### src/rtl/uart_tx_serializer.sv
// uart_tx_serializer
// 8N1 / 8N2 UART transmitter with its own modulo-M baud counter.
// A word is accepted on an edge where start=1 and ready=1, then sent
// LSB first: one start bit, eight data bits, STOP_BITS stop bits, each
// bit held for exactly M clock cycles. tx and ready are registered so
// the serial pin only changes on clk edges at bit boundaries.

module uart_tx_serializer #(
  parameter int M         = 868,
  parameter int STOP_BITS = 1
) (
  input  logic       clk,
  input  logic       rst,
  input  logic       start,
  input  logic [7:0] data,
  output logic       tx,
  output logic       ready
);

  // Counter wide enough to hold M-1; M >= 2 keeps this at least 1 bit.
  localparam int CW = (M > 1) ? $clog2(M) : 1;
  localparam logic [CW-1:0] CNT_LAST = CW'(M - 1);
  localparam logic [CW-1:0] CNT_ZERO = CW'(0);
  localparam logic [CW-1:0] CNT_ONE  = CW'(1);
  // Index of the last stop bit (0 for 8N1, 1 for 8N2).
  localparam logic STOP_LAST = 1'(STOP_BITS - 1);

  typedef enum logic [1:0] {
    IDLE  = 2'd0,
    START = 2'd1,
    DATA  = 2'd2,
    STOP  = 2'd3
  } state_t;

  state_t          state_r;
  state_t          state_s;
  logic [CW-1:0]   cnt_r;
  logic [CW-1:0]   cnt_s;
  logic [2:0]      bit_idx_r;
  logic [2:0]      bit_idx_s;
  logic [7:0]      shift_r;
  logic [7:0]      shift_s;
  logic            stop_cnt_r;
  logic            stop_cnt_s;
  logic            tx_r;
  logic            tx_s;
  logic            ready_r;
  logic            ready_s;
  logic            tick_s;

  // Baud tick: last cycle of the current bit period.
  always_comb begin
    tick_s = (cnt_r == CNT_LAST);
  end

  // Next-state, counter and output decode for the frame sequencer.
  always_comb begin
    state_s    = state_r;
    cnt_s      = cnt_r;
    bit_idx_s  = bit_idx_r;
    shift_s    = shift_r;
    stop_cnt_s = stop_cnt_r;
    tx_s       = tx_r;
    ready_s    = ready_r;

    case (state_r)
      IDLE: begin
        cnt_s      = CNT_ZERO;
        bit_idx_s  = 3'd0;
        stop_cnt_s = 1'b0;
        if (start) begin
          // Accept: capture the word now so later data changes cannot
          // disturb the frame, and drive the start bit on the next cycle.
          shift_s = data;
          state_s = START;
          tx_s    = 1'b0;
          ready_s = 1'b0;
        end else begin
          state_s = IDLE;
          tx_s    = 1'b1;
          ready_s = 1'b1;
        end
      end

      START: begin
        if (tick_s) begin
          cnt_s     = CNT_ZERO;
          state_s   = DATA;
          bit_idx_s = 3'd0;
          tx_s      = shift_r[0];
        end else begin
          cnt_s = cnt_r + CNT_ONE;
        end
      end

      DATA: begin
        if (tick_s) begin
          cnt_s     = CNT_ZERO;
          shift_s   = {1'b0, shift_r[7:1]};
          bit_idx_s = bit_idx_r + 3'd1;
          if (bit_idx_r == 3'd7) begin
            state_s    = STOP;
            stop_cnt_s = 1'b0;
            tx_s       = 1'b1;
          end else begin
            // Next bit is the one that becomes shift[0] after this shift.
            tx_s = shift_r[1];
          end
        end else begin
          cnt_s = cnt_r + CNT_ONE;
        end
      end

      STOP: begin
        if (tick_s) begin
          cnt_s = CNT_ZERO;
          if (stop_cnt_r == STOP_LAST) begin
            state_s    = IDLE;
            stop_cnt_s = 1'b0;
            ready_s    = 1'b1;
          end else begin
            stop_cnt_s = stop_cnt_r + 1'b1;
          end
        end else begin
          cnt_s = cnt_r + CNT_ONE;
        end
      end

      default: begin
        state_s    = IDLE;
        cnt_s      = CNT_ZERO;
        bit_idx_s  = 3'd0;
        stop_cnt_s = 1'b0;
        tx_s       = 1'b1;
        ready_s    = 1'b1;
      end
    endcase
  end

  // State and output registers; rst aborts any frame in flight.
  always_ff @(posedge clk) begin
    if (rst) begin
      state_r    <= IDLE;
      cnt_r      <= CNT_ZERO;
      bit_idx_r  <= 3'd0;
      shift_r    <= 8'h00;
      stop_cnt_r <= 1'b0;
      tx_r       <= 1'b1;
      ready_r    <= 1'b1;
    end else begin
      state_r    <= state_s;
      cnt_r      <= cnt_s;
      bit_idx_r  <= bit_idx_s;
      shift_r    <= shift_s;
      stop_cnt_r <= stop_cnt_s;
      tx_r       <= tx_s;
      ready_r    <= ready_s;
    end
  end

  assign tx    = tx_r;
  assign ready = ready_r;

endmodule

### config.mk
export PLATFORM = sky130hd
export DESIGN_NAME = uart_tx_serializer
export DESIGN_NICKNAME = d
export VERILOG_FILES = /design/src/rtl/uart_tx_serializer.sv
export SDC_FILE = /design/constraint.sdc
export NUM_CORES = 1
export LEC_CHECK = 0
export BUFFER_PORTS_ARGS = -buffer_cell sky130_fd_sc_hd__buf_4
export CAP_MARGIN = 20
export CORE_MARGIN = 2
export CORE_UTILIZATION = 61
export CTS_BUF_LIST = sky130_fd_sc_hd__clkbuf_16
export CTS_CLUSTER_DIAMETER = 30
export CTS_CLUSTER_SIZE = 24
export DETAILED_ROUTE_END_ITERATION = 10
export PLACE_DENSITY = 0.8
export RECOVER_POWER = 50
export SLEW_MARGIN = 20
export SYNTH_ARGS = -nofsm -noshare
export SYNTH_HDL_FRONTEND = slang
export SYNTH_SLANG_ARGS = --single-unit
### constraint.sdc
create_clock -name clk -period 4.83 [get_ports clk]
set_input_delay 0.966 -clock clk [delete_from_list [all_inputs] [get_ports clk]]
set_output_delay 0.966 -clock clk [all_outputs]
set_load 0.01 [all_outputs]
==> results of run 1 <==
how the worst max path moves through the flow:
stage | end | slack [ns] | depth (start not counted)
6_report | shift_r[0] | 2.39 | 6
5_1_grt | shift_r[0] | 2.18 | 6
4_1_cts | shift_r[0] | 2.39 | 6
3_5_place_dp | shift_r[4] | 2.56 | 6
3_3_place_gp | shift_r[4] | 2.69 | 6
2_1_floorplan | shift_r[4] | 3.16 | 5
area by class of cell:
cell class | count | area share (%)
inverters | 6 | 1.55
well taps | 27 | 2.32
multi-input cells | 103 | 50.7
flip-flops and latches | 25 | 34.4
clock buffers | 3 | 5.15
repair buffers | 12 | 5.67
clock inverters | 1 | 0.258
power by group:
group          leakage (nW)  switching [mW]  internal (mW)  total [mW]
Combinational         0.267           0.157          0.108       0.265
Clock                0.0423          0.0655          0.110       0.176
Sequential            0.204          0.0274          0.248       0.276
Total                 0.514           0.250          0.466       0.716
Yosys cell counts (2+ instances only):
cell	count	area [sq um]
nand4b_1	2	17.5
a311oi_2	3	45.0
nor2_1	15	56.3
ha_1	7	87.6
mux2i_1	8	80.1
inv_1	5	18.8
nand2_1	9	33.8
or3_1	2	12.5
xor2_1	2	17.5
dfxtp_1	25	500
o21ai_0	6	30.0
buf_2	2	10.0
a311oi_1	4	35.0
clkbuf_1	2	7.51
nor2b_1	2	12.5
a21oi_1	11	55.1
xnor2_1	5	43.8
nand3_1	6	30.0
cell families (layout without fill, tap and decap cells):
family                   Yosys count  count (layout)  synth area share, %
buffers and inverters             12              22                 5.06
AO/OA/AOI/OAI                     34              34                 19.6
flip-flops                        25              25                 38.2
multiplexers                       9               9                 6.97
XOR/XNOR                           7               7                 4.68
adder cells (fa/ha/maj)            7               7                 6.69
AND/OR/NAND/NOR                   46              46                 18.8
through the flow:
stage                     total power, mW  area [sq um]  worst slack (ns)  utilization (%)  instances
after floorplan                     0.504          1310              3.16                -        140
after global placement              0.533          1390              2.69             69.4        173
after detailed placement            0.542          1390              2.56             69.4        173
after CTS                           0.727          1470              2.39             73.4        177
after global routing                0.763          1460              2.18             72.8        177
final                               0.716          1460              2.39             72.8        177
sequential cells by signal, indices dropped and copies added (netlist names):
name and count:
cnt_r 10, shift_r 8, bit_idx_r 3, state_r 2
ready 1, tx 1
per-layer routing:
layer / global-route usage [%] / up-vias
li1: - / 523
met1: 28.5 / 488
met2: 33.3 / 20
met3: 3.57 / 6
met4: 12.2 / 0
met5: 0 / -
==> results.cfg, run 1 <==
[setup_path]
endpoint_kind = flip-flop
cp_top_family = compound AO/OA/AOI/OAI gates
path_cells = inv_1 > ha_1 > inv_2 > o21ai_2 > a21oi_1 > a311oi_1
critical_path.startpoint = state_r[0]
crit_required_ns = 4.97
r2r-end = shift_r[0]
slowest_delay_ns = 0.61
r2r_setup_slack_ns = 2.39
reg2reg_depth = 6
crit_slowest_cell = ha_1
path_max_fanout = 17
r2r-start = state_r[0]
crit_type = reg -> reg
cp-start-kind = flip-flop
crit_arrival_ns = 2.58
path_buf_inv = 2

[cts]
numCtsBuffers = 3
clockBufferDepth = 2
htree_levels = 1
postCtsHoldBufs = 0
post_cts_buffers = 0
insertion_delay_ns = 0.25
cts_tree = built
clock-sinks = 25
cts_resized = 0
root_buffer = clkbuf_16
clk_transition_reported_paths_ns = 0.06

[sta]
hold_slack_ns = 0.482
worst_pin_slew_ns = 0.706
skew_ns = 0.00241
period_share_pct = 50.4
setup_tns_ns = 0
grt_setup_unrepaired = false
setup_viol_count_final = 0
fmax_mhz = 410
final_hold_viol_count = 0
slew_headroom_pct = 52.9
slew_violations = 0
fin_crit_ns = 2.44

[final_layout]
fillCellCount = 153
final_cell_mix = dfxtp_1 (25), nor2_1 (15), a21oi_1 (11), buf_4 (10), nand2_1 (9)
area_delta_synth_final_pct = 11.2
drive_gt1_share_pct = 14.0
final_nets = 169
layout.area.seq_sq_um = 500
layout_commonest_cell = dfxtp_1
antenna_cells = 0
multi_input_area_sq_um = 738

[floorplan]
core_area_sq_mm = 0.00200
dieArea_sq_mm = 0.00253
start_util_pct = 65.4
ios = 13
die_h_um = 50.3
die_w_um = 50.3
rows = 16

[yosys]
ys.flop_type = dfxtp_1
yosysWarnings = 0
postSynth.asyncResetShare_pct = 0
ys_seq_elements = 25
yosysSeqAreaShare_pct = 38.2
avgSynthCellArea_sq_um = 9.36
syn-cell-area_sq_mm = 0.00131
synth_cell_types = 42
syn_nets = 158
synth_edf_count = 0
syn-instance-count = 140

[drt]
dr.pass1.iters = 4
via_per_inst = 5.86
route.met3.wl_um = 97
wl_met1_um = 1150
drt_iter0_drc = 18
drt_drc_violations_left = 0
drtAntennaViolNets = 0
top_layer_used = met4
dr_total_vias = 1037
wl_met2_um = 1130
wl_per_cell_um = 13.7
wirelength_um = 2430

[global_routing]
grt_max_degree = 18
grt.total_usage_pct = 21.6
antenna_found_initial = 0
grt.overflow.total = 0
grt_pass1_wl_um = 4180
grt_pass1_vias = 979

[hold_path]
hold_depth = 1
hold_class = reg -> reg
hold_end = cnt_r[0]
min_from = cnt_r[0]

[outcome]
status = finished, final reports clean

[pwr]
ir_worst_vdd_mv = 0.313
power_density_mw_per_mm2 = 492
p_leak_nw = 0.514

[place]
dp_hpwl_um = 1700
gp_congestion = 0.831
port-buffer-count = 12

[run]
maxCapViolCount = 0
(Power assumes the default switching activity.)
==> run 2, diff against run 1 <==
--- a/config.mk
+++ b/config.mk
@@ -8,12 +8,12 @@
 export BUFFER_PORTS_ARGS = -buffer_cell sky130_fd_sc_hd__buf_4
 export CAP_MARGIN = 20
 export CORE_MARGIN = 2
-export CORE_UTILIZATION = 61
+export CORE_UTILIZATION = 51
 export CTS_BUF_LIST = sky130_fd_sc_hd__clkbuf_16
 export CTS_CLUSTER_DIAMETER = 30
 export CTS_CLUSTER_SIZE = 24
 export DETAILED_ROUTE_END_ITERATION = 10
-export PLACE_DENSITY = 0.8
+export PLACE_DENSITY = 0.71
 export RECOVER_POWER = 50
 export SLEW_MARGIN = 20
 export SYNTH_ARGS = -nofsm -noshare
==> constraint.sdc (replaced) <==
create_clock -name clk -period 2.2 [get_ports clk]
set_input_delay 0.44 -clock clk [delete_from_list [all_inputs] [get_ports clk]]
set_output_delay 0.44 -clock clk [all_outputs]
set_load 0.01 [all_outputs]
==> run 2 against run 1 <==
Design area is 1.9% higher. Critical path type unchanged. Cell count is 3.4% higher. Clock-buffer cell count stayed put. Critical endpoint is now state_r[0]. Routed wire length is 5.6% lower. Utilization is 12 points lower. First-iteration DRC count is 44% higher. Sequential share of layout area is 0.64 points lower. Via count is 0.39% higher. Total power is 120% higher.
==> results.cfg, run 2 (synthesis results as in run 1) <==
[outcome]
status = finished, final reports clean

[sta]
final_hold_viol_count = 0
slew_headroom_pct = 60.4
setup_viol_count_final = 0
skew_ns = 0.00662
slew_violations = 0
worst_pin_slew_ns = 0.590
fin_crit_ns = 1.99
period_share_pct = 90.3
grt_setup_unrepaired = false
setup_slack_ns = 0.213
setup_tns_ns = 0
fmax_mhz = 503

[floorplan]
die_w_um = 54.7
rows = 18
start_util_pct = 53.4
core_area_sq_mm = 0.00245
ios = 13
die_h_um = 54.7
dieArea_sq_mm = 0.00299

[cts]
root_buffer = clkbuf_16
htree_levels = 1
clockBufferDepth = 2
clock-sinks = 25
insertion_delay_ns = 0.26
cts_resized = 0
clk_transition_reported_paths_ns = 0.06
postCtsHoldBufs = 0
numCtsBuffers = 3
cts_tree = built
post_cts_buffers = 0

[final_layout]
final_cell_area_sq_mm = 0.00148
drive_gt1_share_pct = 16.3
final_nets = 172
regMostFlops = cnt_r
reg_top3 = cnt_r x10, shift_r x8, bit_idx_r x3
layout_commonest_cell = dfxtp_1
largest_reg_flops = 10
fin_cells = 183
final_cell_mix = dfxtp_1 (25), nor2_1 (15), buf_4 (13), a21oi_1 (11), nand2_1 (9)
area_delta_synth_final_pct = 13.3
antenna_cells = 0

[drt]
wirelength_um = 2300
dr.pass1.iters = 4
dr_total_vias = 1041
drt_drc_violations_left = 0
drt_iter0_drc = 26
drtAntennaViolNets = 0
wl_per_cell_um = 12.5
via_per_inst = 5.69

[place]
post_dp_cell_area_sq_mm = 0.00142
gp_congestion = 0.777
dp.cells = 179
port-buffer-count = 12
dp_hpwl_um = 1690
dp_slack_ns = 0.349

[hold_path]
hold_class = in -> reg
hold_depth = 3

[pwr]
power_density_mw_per_mm2 = 1070
p_sw_mw = 0.541
switching_share_pct = 34.1
clockPowerShare_pct = 24.9
ir_worst_vdd_mv = 0.803
total_power_mw = 1.59
p_leak_nw = 0.526
seqPwrFrac_pct = 38.0
power.internal_mw = 1.05
p_comb_share_pct = 37.2

[setup_path]
cp_num_cells = 5
crit_arrival_ns = 2.13
path_max_fanout = 5
cp_top_family = simple AND/OR/NAND/NOR gates
cp-start-kind = flip-flop
endpoint_kind = flip-flop
path_buf_inv = 0
reg2reg_depth = 5
crit_type = reg -> reg
path_cells = ha_1 > nand2_1 > nor3_1 > o22ai_1 > mux2_1
crit_slowest_cell = nor3_1
slowest_delay_ns = 0.53
crit_required_ns = 2.35

[global_routing]
grt_pass1_wl_um = 3600
grt.total_usage_pct = 16.8
grt_pass1_vias = 857
grt_max_degree = 18
grt.overflow.total = 0
antenna_found_initial = 0

[run]
maxCapViolCount = 0
[run 2: cell types whose count changed in the layout (fill, tap and decap cells not counted)]
cell      previous run  this run
o311ai_1             1         0
buf_4               10        13
inv_1                6         5
o311ai_0             0         1
clkinv_2             0         1
[run 2: layout make-up]
| class | instances | area [sq um] |
|---|---|---|
| flip-flops and latches | 25 | 500 |
| multi-input cells | 103 | 738 |
| clock inverters | 1 | 5.00 |
| repair buffers | 15 | 105 |
| clock buffers | 3 | 75.1 |
| inverters | 6 | 22.5 |
| fillers | 216 | 971 |
| well taps | 30 | 37.5 |
[run 2: through the flow]
stage,hold WS [ns],utilization (%)
after CTS,0.469,61.0
after detailed placement,0.467,57.7
after global routing,0.494,60.4
after global placement,0.456,57.7
final,0.470,60.4
after floorplan,0.441,-
[run 2: power by group through the flow]
stage / Clock [mW] / Combinational, mW / Sequential [mW]
6_report: 0.395 / 0.591 / 0.603
5_1_grt: 0.418 / 0.670 / 0.614
4_1_cts: 0.405 / 0.610 / 0.604
3_5_place_dp: 0 / 0.606 / 0.614
3_3_place_gp: 0 / 0.593 / 0.610
2_1_floorplan: 0 / 0.502 / 0.605
[run 2: worst min-delay path, stage by stage]
cell and delay [ns]:
buf_4 0.12, nand2_1 0.05, a21o_1 0.09
[run 2: final timing paths]
check	endpoint	slack, ns	from
min	ready	0.47	start
min reg2reg	cnt_r[0]	0.48	cnt_r[0]
max	state_r[0]	0.21	cnt_r[0]
max reg2reg	state_r[0]	0.21	cnt_r[0]
[run 2: per-layer routing]
layer | global-route usage, % | vias to the layer above | wire length (um)
li1 | - | 533 | -
met5 | 0 | - | 0
met3 | 3.28 | 4 | 72
met4 | 7.08 | 0 | 18
met1 | 21.8 | 487 | 1100
met2 | 26.8 | 17 | 1100
==> run 3, diff against run 2 <==
--- a/config.mk
+++ b/config.mk
@@ -15,6 +15,7 @@
 export DETAILED_ROUTE_END_ITERATION = 10
 export PLACE_DENSITY = 0.71
 export RECOVER_POWER = 50
+export REMOVE_ABC_BUFFERS = 1
 export SLEW_MARGIN = 20
 export SYNTH_ARGS = -nofsm -noshare
 export SYNTH_HDL_FRONTEND = slang
==> run 3 against run 2 <==
Design area up 0.59%. Clock-buffer cell count unchanged. Critical path depth up 2. Total power is 2.1% higher. Sequential cell count is the same. Utilization is 0.36 points higher. Via count up 0.19%. Sequential power about the same. Global-route usage rose by 1.2 points. Die area is the same. Clock skew shrank 0.0038 ns. Sequential share of layout area shrank 0.20 points. Critical path type unchanged.
==> results.cfg, run 3 (synthesis results as in run 1) <==
[global_routing]
grt_pass1_wl_um = 3770
grt.total_usage_pct = 17.9
grt_pass1_vias = 897
grt_max_degree = 18
grt.overflow.total = 0
antenna_found_initial = 0

[final_layout]
final_cell_mix = dfxtp_1 (25), nor2_1 (15), buf_4 (13), a21oi_1 (11), nand2_1 (9)
reg_top3 = cnt_r x10, shift_r x8, bit_idx_r x3
antenna_cells = 0
final_nets = 173
largest_reg_flops = 10
layout_commonest_cell = dfxtp_1
regMostFlops = cnt_r
drive_gt1_share_pct = 16.9
area_delta_synth_final_pct = 13.9

[drt]
route.met3.wl_um = 79
wl_met2_um = 1120
dr_total_vias = 1043
drt_iter0_drc = 13
top_layer_used = met4
wl_met1_um = 1200
via_per_inst = 5.67
dr.pass1.iters = 4
wl_per_cell_um = 13.4
drt_drc_violations_left = 0
drtAntennaViolNets = 0
wirelength_um = 2470

[sta]
setup_slack_ns = 0.316
period_share_pct = 85.6
worst_pin_slew_ns = 0.560
slew_headroom_pct = 62.7
skew_ns = 0.00280
slew_violations = 0
grt_setup_unrepaired = false
fmax_mhz = 531
setup_viol_count_final = 0
final_hold_viol_count = 0
fin_crit_ns = 1.88
setup_tns_ns = 0

[run]
maxCapViolCount = 0

[hold_path]
hold_class = in -> reg

[pwr]
p_comb_share_pct = 37.4
clockPowerShare_pct = 25.2
p_leak_nw = 0.526
ir_worst_vdd_mv = 0.856
power.internal_mw = 1.05
p_sw_mw = 0.570
seqPwrFrac_pct = 37.4
power_density_mw_per_mm2 = 1090
switching_share_pct = 35.1

[setup_path]
endpoint_kind = flip-flop
path_max_fanout = 8
crit_type = reg -> reg
cp-start-kind = flip-flop
crit_arrival_ns = 2.06
crit_required_ns = 2.37

[place]
dp_slack_ns = 0.356
dp_hpwl_um = 1820
port-buffer-count = 12
gp_congestion = 0.788

[cts]
post_cts_buffers = 0
clock-sinks = 25
insertion_delay_ns = 0.26
cts_tree = built
clockBufferDepth = 2
clk_transition_reported_paths_ns = 0.06
root_buffer = clkbuf_16
numCtsBuffers = 3
cts_resized = 0
htree_levels = 1
postCtsHoldBufs = 0

[floorplan]
dieArea_sq_mm = 0.00299
core_area_sq_mm = 0.00245
ios = 13
die_w_um = 54.7
rows = 18
die_h_um = 54.7
start_util_pct = 53.4

[outcome]
status = finished, final reports clean
## run 3: changes by cell type in the layout (fill, tap and decap cells not counted), sizes merged
cell    change
clkbuf      +1
## run 3: power groups by stage
stage / Sequential (mW) / Clock [mW] / Combinational [mW]
4_1_cts: 0.607 / 0.419 / 0.624
5_1_grt: 0.619 / 0.429 / 0.684
6_report: 0.606 / 0.410 / 0.607
3_3_place_gp: 0.610 / 0 / 0.607
2_1_floorplan: 0.606 / 0 / 0.450
3_5_place_dp: 0.616 / 0 / 0.622
## run 3: path summary, 6_finish.rpt
check	start	depth (start not counted)	slack [ns]	endpoint
setup reg to reg	state_r[0]	7	0.32	tx
hold reg to reg	cnt_r[0]	1	0.48	cnt_r[0]
setup / recovery	state_r[0]	7	0.32	tx
hold / removal	start	3	0.47	ready
## run 3: cell type report
class                           count  area, sq um
Clock buffer                        3         75.1
Clock inverter                      1         5.00
Fill cell                         217          962
Inverter                            6         22.5
Multi-Input combinational cell    103          743
Sequential cell                    25          500
Tap cell                           30         37.5
Timing Repair Buffer               16          109
## run 3: routing by layer
metal	global-route usage [%]	vias to the layer above
met5	0	-
met4	12.1	0
met3	3.28	8
met2	27.2	20
met1	22.9	479
li1	-	536
## run 3: worst max-delay path: stages (launching register included)
cell and delay (ns):
dfxtp_1 0.32, inv_1 0.10, ha_1 0.34, clkbuf_1 0.46
o21ai_0 0.16, nand3_1 0.11, o21ai_0 0.09, o311ai_1 0.21
## run 3: stage by stage
step | std cells | hold slack, ns | util (%) | total power, mW | instance area, sq um
6_report | 184 | 0.470 | 60.8 | 1.62 | 1490
5_1_grt | 184 | 0.479 | 60.8 | 1.73 | 1490
4_1_cts | 184 | 0.464 | 61.3 | 1.65 | 1500
3_5_place_dp | 180 | 0.471 | 58.0 | 1.24 | 1420
3_3_place_gp | 180 | 0.456 | 58.0 | 1.22 | 1420
2_1_floorplan | 134 | 0.441 | - | 1.06 | 1270
